`config.mk`:
```
export PLATFORM = sky130hd
export DESIGN_NAME = cpu_boot_ctrl_flat
export DESIGN_NICKNAME = d
export VERILOG_FILES = /design/src/rtl/cpu_pkg.sv /design/src/rtl/cpu_boot_ctrl_if.sv /design/src/rtl/boot_word_asm.sv /design/src/rtl/cpu_boot_ctrl.sv /design/src/flat_wrapper.sv
export SDC_FILE = /design/constraint.sdc
export NUM_CORES = 1
export LEC_CHECK = 0
export CORE_MARGIN = 3
export CORE_UTILIZATION = 40
export CTS_BUF_LIST = sky130_fd_sc_hd__clkbuf_4
export CTS_CLUSTER_DIAMETER = 60
export CTS_CLUSTER_SIZE = 24
export DETAILED_ROUTE_END_ITERATION = 10
export PLACE_DENSITY = 0.67
export SYNTH_ARGS = -nofsm -noshare
export SYNTH_HDL_FRONTEND = slang
export SYNTH_SLANG_ARGS = --single-unit
```
`constraint.sdc`:
```
create_clock -name clk -period 3.1 [get_ports clk]
set_clock_uncertainty 0.15 [all_clocks]
set_input_delay 0.62 -clock clk [delete_from_list [all_inputs] [get_ports clk]]
set_output_delay 0.62 -clock clk [all_outputs]
set_load 0.05 [all_outputs]
```
`src/rtl/cpu_pkg.sv`:
```
// Shared definitions for the CPU boot sequencer: FSM state encoding and instruction memory geometry.
package cpu_pkg;

  localparam int unsigned IMEM_ADDR_W = 15;
  localparam int unsigned IMEM_WORDS  = 32768;

  typedef enum logic [2:0] {
    ST_IDLE  = 3'd0,
    ST_HDR   = 3'd1,
    ST_LOAD  = 3'd2,
    ST_CSUM  = 3'd3,
    ST_RUN   = 3'd4,
    ST_HALT  = 3'd5,
    ST_ERROR = 3'd6
  } boot_state_e;

endpackage

```
`src/rtl/cpu_boot_ctrl_if.sv`:
```
// Loader byte stream and instruction-RAM write port of the boot sequencer.
interface cpu_boot_ctrl_if
  import cpu_pkg::*;
#(
  parameter int unsigned ADDR_W = IMEM_ADDR_W
);

  logic [7:0]        in_byte;
  logic              in_valid;
  logic              in_ready;
  logic              imem_we;
  logic [ADDR_W-1:0] imem_addr;
  logic [15:0]       imem_wdata;

  modport master (
    output in_byte,
    output in_valid,
    input  in_ready,
    input  imem_we,
    input  imem_addr,
    input  imem_wdata
  );

  modport slave (
    input  in_byte,
    input  in_valid,
    output in_ready,
    output imem_we,
    output imem_addr,
    output imem_wdata
  );

endinterface

```
`src/rtl/boot_word_asm.sv`:
```
// Pairs accepted bytes (HI first, then LO) into 16-bit words; word_valid_o pulses one cycle
// after the LO byte is accepted.
module boot_word_asm (
  input  logic        clk,
  input  logic        rst,
  input  logic        clr_i,
  input  logic [7:0]  byte_i,
  input  logic        byte_valid_i,
  output logic        word_valid_o,
  output logic [15:0] word_o
);

  logic        hi_seen_q;
  logic [7:0]  hi_q;
  logic        word_valid_q;
  logic [15:0] word_q;

  always_ff @(posedge clk) begin
    if (rst || clr_i) begin
      hi_seen_q    <= 1'b0;
      hi_q         <= 8'h00;
      word_valid_q <= 1'b0;
      word_q       <= 16'h0000;
    end else begin
      word_valid_q <= 1'b0;
      if (byte_valid_i) begin
        if (hi_seen_q) begin
          word_q       <= {hi_q, byte_i};
          word_valid_q <= 1'b1;
          hi_seen_q    <= 1'b0;
        end else begin
          hi_q      <= byte_i;
          hi_seen_q <= 1'b1;
        end
      end
    end
  end

  assign word_valid_o = word_valid_q;
  assign word_o       = word_q;

endmodule

```
`src/rtl/cpu_boot_ctrl.sv`:
```
// Boot/run sequencer: loads a length-prefixed program into instruction RAM, then runs the CPU
// with halt/step/resume control. Define BOOT_CHECKSUM_EN to require a trailing 16-bit checksum.
module cpu_boot_ctrl
  import cpu_pkg::*;
#(
  parameter int unsigned ADDR_W    = IMEM_ADDR_W,
  parameter int unsigned MAX_WORDS = IMEM_WORDS
) (
  input  logic                  clk,
  input  logic                  rst,
  input  logic                  load_start,
  cpu_boot_ctrl_if.slave        bus,
  output logic                  cpu_rst,
  output logic                  cpu_clk_en,
  input  logic                  halt,
  input  logic                  step,
  input  logic                  resume,
  output logic [2:0]            state_o,
  output logic                  err
);

  localparam logic [16:0] MaxWordsL = 17'(MAX_WORDS);

  boot_state_e state_q;
  logic [15:0] len_q, cnt_q, csum_q;
  logic        cpu_rst_q, clk_en_q, err_q;
  logic        byte_acc, load_go, word_valid;
  logic [15:0] word;

  assign bus.in_ready = (state_q == ST_HDR) || (state_q == ST_LOAD) || (state_q == ST_CSUM);
  assign byte_acc     = bus.in_valid && bus.in_ready;
  assign load_go      = load_start && (state_q inside {ST_IDLE, ST_RUN, ST_HALT, ST_ERROR});

  boot_word_asm u_word_asm (
    .clk          (clk),
    .rst          (rst),
    .clr_i        (load_go),
    .byte_i       (bus.in_byte),
    .byte_valid_i (byte_acc),
    .word_valid_o (word_valid),
    .word_o       (word)
  );

  always_ff @(posedge clk) begin
    if (rst) begin
      state_q   <= ST_IDLE;
      len_q     <= 16'h0000;
      cnt_q     <= 16'h0000;
      csum_q    <= 16'h0000;
      cpu_rst_q <= 1'b1;
      clk_en_q  <= 1'b0;
      err_q     <= 1'b0;
    end else if (load_go) begin
      // A reload freezes and resets the CPU on this very edge, not a cycle later.
      state_q   <= ST_HDR;
      cnt_q     <= 16'h0000;
      csum_q    <= 16'h0000;
      cpu_rst_q <= 1'b1;
      clk_en_q  <= 1'b0;
      err_q     <= 1'b0;
    end else begin
      cpu_rst_q <= !((state_q == ST_RUN) || (state_q == ST_HALT));
      clk_en_q  <= (state_q == ST_RUN) || ((state_q == ST_HALT) && step && !resume);
      unique case (state_q)
        ST_HDR: begin
          if (word_valid) begin
            if ((word == 16'h0000) || ({1'b0, word} > MaxWordsL)) begin
              state_q <= ST_ERROR;
              err_q   <= 1'b1;
            end else begin
              len_q   <= word;
              cnt_q   <= 16'h0000;
              csum_q  <= 16'h0000;
              state_q <= ST_LOAD;
            end
          end
        end
        ST_LOAD: begin
          if (word_valid) begin
            cnt_q  <= cnt_q + 16'd1;
            csum_q <= csum_q + word;
            if (cnt_q + 16'd1 == len_q) begin
`ifdef BOOT_CHECKSUM_EN
              state_q <= ST_CSUM;
`else
              state_q <= ST_RUN;
`endif
            end
          end
        end
        ST_CSUM: begin
`ifdef BOOT_CHECKSUM_EN
          if (word_valid) begin
            if (word == csum_q) begin
              state_q <= ST_RUN;
            end else begin
              state_q <= ST_ERROR;
              err_q   <= 1'b1;
            end
          end
`else
          state_q <= ST_IDLE;
`endif
        end
        ST_RUN:  if (halt) state_q <= ST_HALT;
        ST_HALT: if (resume) state_q <= ST_RUN;
        default: ;
      endcase
    end
  end

  assign bus.imem_we    = word_valid && (state_q == ST_LOAD);
  assign bus.imem_addr  = cnt_q[ADDR_W-1:0];
  assign bus.imem_wdata = word;
  assign cpu_rst        = cpu_rst_q;
  assign cpu_clk_en     = clk_en_q;
  assign state_o        = state_q;
  assign err            = err_q;

endmodule

```
`src/flat_wrapper.sv`:
```
// flat-port wrapper written by rule: the top's interface ports become plain ports
module cpu_boot_ctrl_flat import cpu_pkg::*;
#(
  parameter int unsigned ADDR_W    = IMEM_ADDR_W,
  parameter int unsigned MAX_WORDS = IMEM_WORDS
)
  (clk, rst, load_start, cpu_rst, cpu_clk_en, halt, step, resume, state_o, err, bus_in_byte, bus_in_valid, bus_in_ready, bus_imem_we, bus_imem_addr, bus_imem_wdata);
  cpu_boot_ctrl_if #(.ADDR_W(ADDR_W)) bus_i ();
  input  logic clk;
  input  logic rst;
  input  logic load_start;
  output logic cpu_rst;
  output logic cpu_clk_en;
  input  logic halt;
  input  logic step;
  input  logic resume;
  output logic [2:0] state_o;
  output logic err;
  input wire logic [$bits(bus_i.in_byte)-1:0] bus_in_byte;
  input wire logic [$bits(bus_i.in_valid)-1:0] bus_in_valid;
  output wire logic [$bits(bus_i.in_ready)-1:0] bus_in_ready;
  output wire logic [$bits(bus_i.imem_we)-1:0] bus_imem_we;
  output wire logic [$bits(bus_i.imem_addr)-1:0] bus_imem_addr;
  output wire logic [$bits(bus_i.imem_wdata)-1:0] bus_imem_wdata;
  assign bus_i.in_byte = bus_in_byte;
  assign bus_i.in_valid = bus_in_valid;
  assign bus_in_ready = bus_i.in_ready;
  assign bus_imem_we = bus_i.imem_we;
  assign bus_imem_addr = bus_i.imem_addr;
  assign bus_imem_wdata = bus_i.imem_wdata;
  cpu_boot_ctrl #(.ADDR_W(ADDR_W), .MAX_WORDS(MAX_WORDS)) u_core (.clk(clk), .rst(rst), .load_start(load_start), .bus(bus_i), .cpu_rst(cpu_rst), .cpu_clk_en(cpu_clk_en), .halt(halt), .step(step), .resume(resume), .state_o(state_o), .err(err));
endmodule
```
==> impl_metrics.yaml <==
status:
  status: "finished clean"
drt:
  vias: 2751
  antenna_left: 0
  drtIter0Drc: 137
  drc: 0
  wl_per_cell_um: 14.8
  vias_per_cell: 5.29
  wirelength_um: 7700
  drt_pass1_iterations: 4
worst_setup_path:
  crit_path_end_kind: "output pin"
  cp.arrival_ns: 2.17
  reg2reg_setup_slack_ns: 0.33
  worstPathRequired_ns: 2.33
  crit_type: "reg2out"
  path_max_fanout: 11
  slowest_stage: "clkdlybuf4s50_1"
  start_kind: "flop"
  cp_cell_sequence: "inv_2 -> a21oi_2 -> clkdlybuf4s50_1"
  path_buf_inv: 2
  critical-path-max-stage-delay_ns: 0.84
  crit_family: "buffers and inverters"
clock_tree:
  insertion_delay_ns: 0.41
  post_cts_buffers: 0
  clockBufferDepth: 2
  cts_made_buffers: 9
  root_buffer: "clkbuf_4"
  cts_tree: "yes"
  cts_sinks: 64
  cts_max_level: 3
  cts_hold_buffers: 0
  cts.clk_slew.worst_paths_ns: 0.12
floorplanning:
  die_h_um: 95.9
  fp.coreArea_mm2: 0.00777
  rows: 32
  ioPinCount: 54
  die-area_mm2: 0.00919
  start_util: 0.416
  fp.dieW_um: 95.9
layout:
  n_antenna_cell: 0
  drive_gt1_frac: 0.0837
  area_growth_pct: 20.2
  design_area_mm2: 0.00388
  final_cell_mix: "64 x dfxtp_1, 59 x nor2_1, 52 x clkdlybuf4s50_1, 27 x mux2i_1, 26 x nand2_1"
  final_core_util: 0.500
  finalNetCount: 430
  final_common_cell: "dfxtp_1"
sta:
  post-route-period-util: 0.949
  fin_hold_ws_ns: 0.327
  rsz0062_at_grt: "no"
  tightest_slew_ns: 1.06
  setup_viol: 0
  min_period_ns: 2.94
  fmaxAchievable_ghz: 0.340
  hold_viol_final: 0
  relSlewSlack: 0.291
  fin_ws_ns: 0.159
  setup_tns_ns: 0
  report.final.slew_viol_count: 0
synth:
  synth-async-reset-ratio: 0
  synth_area_mm2: 0.00323
  synth_warnings: 0
  synth_flop_cell: "dfxtp_1"
  ys_ff_latch: 64
  avgSynthCellArea_um2: 8.57
  synthCells: 377
  synth_cell_types: 50
  synth_nets: 394
  synth_seq_area_share: 0.397
  synth_edf_count: 0
global_route:
  grt_overflow: 0
  grt_start_max_net_pins: 24
  grt_pass1_vias: 2583
  grt_pass1_wl_um: 12700
  grt_usage: 0.179
  grt_antenna_before_repair: 0
placed_design:
  place_ws_ns: 0.301
  placed_cell_area_mm2: 0.00374
  port-buffer-count: 53
  dp_hpwl_um: 5550
  gp_congestion: 0.820
power_and_ir_drop:
  vdd_drop_max_uv: 249
  power_density_mw_per_mm2: 380
  leakagePower_nw: 1.51
min_path:
  hp-class: "reg2reg"
flow_run:
  cap_viol_max_count: 0
what timing repair did:
action / 4_1_cts / 5_1_grt
gates resized for setup: 0 / 1
endpoints found under the hold margin: 0 / 0
setup endpoints to repair: 0 / 1
final timing paths:
kind                                     startpoint  cells after the start                                       end
max                  u_core.state_o[1]$_SDFFE_PP0P_                      3                              bus_in_ready
min          u_core.u_word_asm.hi_q[1]$_SDFFE_PP0P_                      1  u_core.u_word_asm.word_o[9]$_SDFFE_PP0P_
max reg2reg            u_core.cnt_q[3]$_SDFFE_PP0P_                      7            u_core.state_o[1]$_SDFFE_PP0P_
min reg2reg  u_core.u_word_asm.hi_q[1]$_SDFFE_PP0P_                      1  u_core.u_word_asm.word_o[9]$_SDFFE_PP0P_
final cells by class:
cell class	instances	area, µm²
flip-flops and latches	64	1280
repair buffers	61	588
clock buffers	10	75.1
clock inverters	6	60.1
inverters	9	33.8
multi-input cells	268	1720
well taps	102	128
fillers	756	3880
per-stage QoR:
step / cells / power [mW]
floorplan: 377 / 0.904
global placement: 504 / 0.941
detailed placement: 504 / 0.942
CTS: 520 / 1.49
global route: 520 / 1.53
finish: 520 / 1.48
Yosys cell counts (all sizes together), types with 3 or more instances:
master	n	area, µm²
a22oi	3	22.5
nor3b	3	22.5
buf	22	151
nand2	26	97.6
nand4	5	46.3
xor2	8	70.1
inv	9	33.8
clkbuf	14	52.6
nor3	8	40.0
dfxtp	64	1280
nand3	8	45.0
a31oi	3	18.8
a22o	16	140
nor4	6	52.6
xnor2	16	140
and3	3	18.8
nor2b	8	57.6
a21oi	21	105
nor2	60	228
o21ai	18	90.1
mux2i	27	270
per-layer routing:
metal  share of wire  global-route usage
met5               0                   0
met4          0.0095              0.0474
met3           0.058              0.0539
met2            0.47               0.284
met1            0.46               0.238
power by group:
group / leakage [nW] / internal, mW / switching (mW) / total [mW]
clock network: 0.0738 / 0.251 / 0.301 / 0.552
logic: 0.918 / 0.0375 / 0.0527 / 0.0901
registers: 0.516 / 0.828 / 0.00577 / 0.833
cells by family after synthesis:
logic type      Yosys count  synth area share
flops                    64             0.397
fa+ha+maj                 2           0.00775
mux                      29            0.0907
buf+inv                  45            0.0736
compound gates           74             0.151
simple gates            139             0.215
xor+xnor                 24            0.0651
flip-flops by register name, indices dropped and copies added (netlist names):
| signal | flops |
|---|---|
| u_core.cnt_q | 16 |
| u_core.cpu_clk_en | 1 |
| u_core.cpu_rst | 1 |
| u_core.err | 1 |
| u_core.len_q | 16 |
| u_core.state_o | 3 |
| u_core.u_word_asm.hi_q | 8 |
| u_core.u_word_asm.hi_seen_q | 1 |
| u_core.u_word_asm.word_o | 16 |
| u_core.u_word_asm.word_valid_o | 1 |
Note: power is estimated with default switching activity, not from simulation.
